File: src/rtl/tt_sweep_pkg.sv
// tt_sweep_pkg: shared state encoding and default truth-table constants for the sweep driver
package tt_sweep_pkg;
    typedef enum logic [1:0] {IDLE, DRIVE, SAMPLE, DONE} state_t;
    localparam int TT_W = 8;
    localparam logic [TT_W-1:0] TT_EXPECTED = 8'h17;
endpackage

File: src/rtl/tt_sweep_driver.sv
// tt_sweep_driver: sweeps every input vector of a combinational block, builds its truth table and checks it; TT_FIRST_FAIL_EN adds a first-failing-index report
module tt_sweep_driver
    import tt_sweep_pkg::*;
#(
    parameter int N_IN = 3,
    parameter int SETTLE_CYC = 1,
    parameter logic [2**N_IN-1:0] EXPECTED_TT = (2**N_IN)'(TT_EXPECTED)
) (
    input  logic                 clk,
    input  logic                 rst_n,
    input  logic                 start,
    input  logic                 y_in,
    output logic [N_IN-1:0]      vec_out,
    output logic                 busy,
    output logic                 done,
    output logic [2**N_IN-1:0]   truth_table,
`ifdef TT_FIRST_FAIL_EN
    output logic                 fail_valid,
    output logic [N_IN-1:0]      fail_idx,
`endif
    output logic                 pass
);
    localparam logic [N_IN-1:0] LAST = '1;
    state_t state, state_d;
    logic [3:0] cnt;
    logic [2**N_IN-1:0] tt_next;
    logic go;
    assign go = state == IDLE && start;
    // state register
    always_ff @(posedge clk or negedge rst_n)
        if (!rst_n) state <= IDLE;
        else state <= state_d;
    // next state and the table as it will look after the current sample
    always_comb begin
        state_d = go ? DRIVE :
                  (state == DRIVE && cnt == 4'(SETTLE_CYC - 1)) ? SAMPLE :
                  state == SAMPLE ? (vec_out == LAST ? DONE : DRIVE) :
                  state == DONE ? IDLE : state;
        tt_next = truth_table;
        tt_next[vec_out] = y_in;
    end
    // datapath: registered status flags, settle counter, vector index and captured table
    always_ff @(posedge clk or negedge rst_n)
        if (!rst_n) begin
            vec_out     <= '0;
            busy        <= 1'b0;
            done        <= 1'b0;
            truth_table <= '0;
            pass        <= 1'b0;
            cnt         <= '0;
        end else begin
            busy <= state_d == DRIVE || state_d == SAMPLE;
            done <= state_d == DONE;
            if (go) begin
                truth_table <= '0;
                pass        <= 1'b0;
                vec_out     <= '0;
                cnt         <= '0;
            end
            if (state == DRIVE) cnt <= cnt + 4'd1;
            if (state == SAMPLE) begin
                truth_table <= tt_next;
                cnt         <= '0;
                if (vec_out != LAST) vec_out <= vec_out + N_IN'(1);
                else pass <= tt_next == EXPECTED_TT;
            end
        end
`ifdef TT_FIRST_FAIL_EN
    // latch only the first vector whose sample disagrees with the expected table
    always_ff @(posedge clk or negedge rst_n)
        if (!rst_n) begin
            fail_valid <= 1'b0;
            fail_idx   <= '0;
        end else if (go) begin
            fail_valid <= 1'b0;
            fail_idx   <= '0;
        end else if (state == SAMPLE && !fail_valid && y_in != EXPECTED_TT[vec_out]) begin
            fail_valid <= 1'b1;
            fail_idx   <= vec_out;
        end
`endif
endmodule
File: config.mk
export PLATFORM = sky130hd
export DESIGN_NAME = tt_sweep_driver
export DESIGN_NICKNAME = d
export VERILOG_FILES = /design/src/rtl/tt_sweep_pkg.sv /design/src/rtl/tt_sweep_driver.sv
export SDC_FILE = /design/constraint.sdc
export NUM_CORES = 1
export LEC_CHECK = 0
export BUFFER_PORTS_ARGS = -buffer_cell sky130_fd_sc_hd__buf_2
export CORE_UTILIZATION = 50
export DETAILED_ROUTE_END_ITERATION = 8
export PLACE_DENSITY = 0.74
export REMOVE_ABC_BUFFERS = 1
export SLEW_MARGIN = 20
export SYNTH_ARGS = -nofsm -noshare
export SYNTH_HDL_FRONTEND = slang
export SYNTH_SLANG_ARGS = --single-unit
File: constraint.sdc
create_clock -name clk -period 1.4 [get_ports clk]
set_input_delay 0.28 -clock clk [delete_from_list [all_inputs] [get_ports clk]]
set_output_delay 0.28 -clock clk [all_outputs]
set_load 0.02 [all_outputs]
# After elaboration in Yosys (flattened, before gate mapping)
# Cells that the tools add are included.
dict set report op_classes {
  order_cmp 2
  muxes 19
  n_addsub 2
  reduce_logical 8
  n_eq_ne 9
}
# operator n
set ops {}
lappend ops {{$mux W8} 2}
lappend ops {{$mux W4} 3}
lappend ops {{$mux W2} 5}
lappend ops {{$mux W3} 3}
lappend ops {{$bwmux W8} 1}
lappend ops {{$eq A2 B2 Y1 const B} 4}
lappend ops {{$eq A8 B5 Y1 const B} 1}
lappend ops {{$add A4 B1 Y4 const B} 1}
lappend ops {{$eq A2 B1 Y1 const B} 2}
lappend ops {{$logic_not A4 Y1} 1}
lappend ops {{$lt A3 B4 Y1 const B} 1}
lappend ops {{$mux W1} 4}
lappend ops {{$add A3 B1 Y3 const B} 1}
lappend ops {{$demux W1 S3} 1}
lappend ops {{$eq A3 B3 Y1 const B} 1}
lappend ops {{$ge A3 B1 Y1 const B} 1}
lappend ops {{$logic_and A1 B1 Y1} 3}
lappend ops {{$ne A3 B3 Y1 const B} 1}
lappend ops {{$reduce_bool A3 Y1} 1}
lappend ops {{$logic_not A2 Y1} 1}
lappend ops {{$reduce_bool A2 Y1} 1}
lappend ops {{$logic_or A1 B1 Y1} 1}
dict set report word_totals {
  reg_bits 20
  inputBits 4
  out_inout_bits 14
}

# Depth between registers and ports, before layout
dict set report logic_depth {
  depth_word 8
  mapped_depth 7
}

# Worst setup path after synthesis
# Ideal clock, no wire load.
dict set report synth_timing {
  kind {register -> register}
  start {register vec_out[0]}
  end {register vec_out[0]}
  slack_ps -173
  required_time_ps 1275
  setup_time_ps 125
  period_less_slack_ps 1573
  n_path_buf 0
  stages_incl_launch_ff 6
  t_arrival_ps 1448
  path_cell_list {dfrtp_1 -> ha_1 -> ha_1 -> nor2b_1 -> nor2_1 -> mux2_2}
}
dict set report synth_via {
  elab_chain_cells 3
  word_cells_on_any_way 5
  classes_between {1 x add/sub; 1 x eq/ne; 3 x mux}
}
# element line
set synth_lines {}
lappend synth_lines {{start, declared} tt_sweep_driver.sv:13} ;# output logic [N_IN-1:0] vec_out,
lappend synth_lines {{start signal, assigned} tt_sweep_driver.sv:64} ;# if (vec_out != LAST) vec_out <= vec_out + N_IN'(1);
lappend synth_lines {{$add A3 B1 Y3, or another cell as far along} tt_sweep_driver.sv:64}
lappend synth_lines {{$mux W3} tt_sweep_driver.sv:64}
lappend synth_lines {{$mux W3 *} tt_sweep_driver.sv:61} ;# if (state == SAMPLE) begin
# Every way passes the cells marked *; elsewhere a longest branch is shown, timed or not.
# A chain may end at the register's enable or synchronous reset.

# Worst setup path after layout
dict set report layout_timing {
  start {register vec_out[0]}
  end {register pass}
}
dict set report layout_via {
  elab_chain_cells 8
  word_cells_on_any_way 10
  classes_between {2 x order compare; 2 x eq/ne; 5 x mux; 1 x reduce/logical}
}
# element line
set layout_lines {}
lappend layout_lines {{$lt A3 B4 Y1 (not written as such) / $ge A3 B1 Y1 (equally long branches)} tt_sweep_driver.sv:40} ;# tt_next[vec_out] = y_in;
lappend layout_lines {{$logic_and A1 B1 Y1 (not written as such)} tt_sweep_driver.sv:40}
lappend layout_lines {{$mux W1 (not written as such)} tt_sweep_driver.sv:40}
lappend layout_lines {{$demux W1 S3} tt_sweep_driver.sv:40}
lappend layout_lines {{$bwmux W8} tt_sweep_driver.sv:40}
lappend layout_lines {{$eq A8 B5 Y1} tt_sweep_driver.sv:65} ;# else pass <= tt_next == EXPECTED_TT;
lappend layout_lines {{$mux W1 *} tt_sweep_driver.sv:64}
lappend layout_lines {{$mux W1 *} tt_sweep_driver.sv:61}
lappend layout_lines {{end signal, assigned} tt_sweep_driver.sv:49} ;# pass <= 1'b0;
lappend layout_lines {{end signal, assigned} tt_sweep_driver.sv:56} ;# pass <= 1'b0;
lappend layout_lines {{end signal, assigned} tt_sweep_driver.sv:65}
lappend layout_lines {{end, declared} tt_sweep_driver.sv:21} ;# output logic pass
# Marks and branches as above.

==> run metrics <==
post-layout minimum cycle time=roughly 1.5 ns; worst-path cell chain=buf_6, or3b_1, a21oi_2, a31oi_1, o31ai_2; # rows=17; buffer and inverter count on the worst path=1; Pint=between 1500 and 2000 µW; post-synth top area cell=dfrtp_1; first-pass GRT wire length=between 5 and 6 mm; Total GRT Usage=between 20% and 30%; worst clock skew=0.00578 ns; full die area=2550 µm²; DIE WIDTH=50.5 µm; sequential share of power=27.7%; RSZ-0062 raised after global routing=yes; post-layout power=about 3400 µW; Max stage delay on crit path=0.48 ns; IR drop worst, VDD=1.43 mV; failing checks=negative setup slack; core box area=2210 µm²; Placer Congestion=0.801; Lkg Pwr=0.000916 µW; status=finished with violations; critical path arrival=1.76 ns; Seq cells post-synth=20; CTS tree=yes; max cap viols=0; Comb power frac=64.2%; vias in the first global route=1,123; Detailed Route WL=3.48 mm; DR pass1 iterations=4; crit path kind=reg -> reg; initial antenna violation count=0; Min Hold Slack=between 0.2 and 0.25 ns; clock power share=around 8%; Layout fillers=108; period utilization=110%; CTS H-tree depth=1; Worst Max-Slew Pin Slew=roughly 0.47 ns; gr ovfl total=0; Max Clk Rate=0.647 GHz; sw frac=42.1%; Yosys top cell area share=a little over two fifths; Power Density=~1800 nW/µm²; CTS buffer count=3; commonest non-fill, non-tap cell in the layout=buf_4; die height=between 50 and 60 µm; commonest cells after routing, fill and taps aside=buf_4, dfrtp_1, buf_2, buf_6, a22o_1; top cells by area, synth=dfrtp_1, ha_1, a22o_1; # IOs=18; CP required=between 1.5 and 2 ns; P_sw=1430 µW; Wirelength per Cell=17.8 µm; Critical Path Source Type=flip-flop; Root Driver=clkbuf_4; worst hold path class=in -> reg; antenna viol nets, final=0; CP Capture Type=flip-flop; slowest CP cell=dfrtp_2; Post-DP HPWL=1.83 mm; DR iter-0 viols=14; CTS clk-pin slew, worst paths=0.11 ns; delay-heaviest family, CP=flip-flops; Clock Tree Buf Depth=2; number of synthesized flops with an enable pin=0; Ys Warns=0; # diodes=0; Final Hold Fails=0; Syn Inst Count=110; Yosys cell types=41; worst setup margin=-0.145 ns; ys flop type=dfrtp_1; average cell area after synthesis=about 11 µm²; maximum number of pins on one net before global-route repair=21; Pins Over Slew Limit=0; Slew headroom=68.7%; CP max FO=8; post-synthesis sequential area ratio=42.5%; routed vias=1,116; Initial Util=a little over half; Worst Setup SP=vec_out[0]$_DFF_PN0_; area grow syn2layout=61.6%; Nets=181; Synth Cell Area=1180 µm²; ys async rst share=100%; hold_sp=start; R2R Path Start=vec_out[0]$_DFF_PN0_; fin util=86.0%; final setup fails=16; CTS sink cnt=20; port buffer count=17; post-DR vias/cell=5.72; share of layout cells above drive strength 1=63.5%; DRC=0; latest clock arrival within the worst-skew pair=0.30 ns
-- worst reg2reg max path, stage by stage, from the launching register on --
cell and delay [ns]:
dfrtp_2 0.48, buf_6 0.15, or3b_1 0.36, a21oi_2 0.14
a31oi_1 0.07, o31ai_2 0.26
-- final cells by class --
class / instances / area (µm²) / share of cell area [%]
Clock buffer: 3 / 22.5 / 1.18
Inverter: 6 / 22.5 / 1.18
Multi-Input combinational cell: 77 / 845 / 44.4
Sequential cell: 20 / 504 / 26.5
Tap cell: 28 / 35.0 / 1.84
Timing Repair Buffer: 61 / 474 / 24.9
-- metal layers --
layer | GRT usage [%] | up-vias | wire length [µm]
met5 | 0 | - | 0
met4 | 14.8 | 0 | 142
met3 | 4.55 | 13 | 165
met2 | 48.7 | 34 | 1780
met1 | 32.1 | 548 | 1390
li1 | - | 521 | -
-- what timing repair did --
action	4_1_cts	5_1_grt
hold buffers	1	0
gates resized for setup	49	20
setup endpoints to repair	20	20
endpoints found under the hold margin	20	0
pin swaps	13	7
setup buffers	17	4
-- path summary, 6_finish.rpt --
path                                              endpoint  slack, ns  cells after the start
worst max register to register              pass$_DFF_PN0_      -0.15                      5
worst min-delay path                    state[0]$_DFF_PN0_       0.23                      3
min in group asynchronous       truth_table[4]$_DFFE_PN0P_       0.45                      2
worst min register to register              pass$_DFF_PN0_       0.55                      2
worst max-delay path                        pass$_DFF_PN0_      -0.15                      5
max in group asynchronous             vec_out[0]$_DFF_PN0_       0.60                      2
-- flip-flops by register name, indices dropped and copies added (netlist names) --
signal / cells
busy: 1
done: 1
pass: 1
truth_table: 8
state: 2
vec_out: 3
cnt: 4
-- synth_stat cells, drive strengths merged (2+ instances only) --
library cell   n
dfrtp         20
a22o           9
ha             8
mux2           8
nand2          8
nor2           7
a21oi          6
inv            6
buf            4
clkbuf         3
nand3          3
nand3b         2
nand4bb        2
nor3           2
nor3b          2
o31ai          2
-- logic make-up after synthesis --
kind of cell    synth area share (%)
flops                           42.5
buf+inv                         5.84
compound gates                  18.0
simple gates                    16.7
fa+ha+maj                       8.50
mux                             8.50
-- power by group through the flow --
stage / sequential [µW] / combinational, µW / clock [µW]
6_report: 945 / 2190 / 274
2_1_floorplan: 1030 / 638 / 0
3_3_place_gp: 897 / 1360 / 0
4_1_cts: 927 / 1870 / 281
3_5_place_dp: 907 / 1410 / 0
5_1_grt: 962 / 2370 / 297
-- stage by stage --
step | setup slack (ns) | setup TNS, ns | std cells | instance area [µm²]
2_1_floorplan | -0.305 | -2.08 | 103 | 1130
3_3_place_gp | -0.137 | -1.18 | 174 | 1450
3_5_place_dp | -0.317 | -2.41 | 174 | 1450
4_1_cts | -0.118 | -0.698 | 192 | 1780
5_1_grt | -0.186 | -1.94 | 195 | 1900
6_report | -0.145 | -1.06 | 195 | 1900
Power figures use the tool's default switching activity.
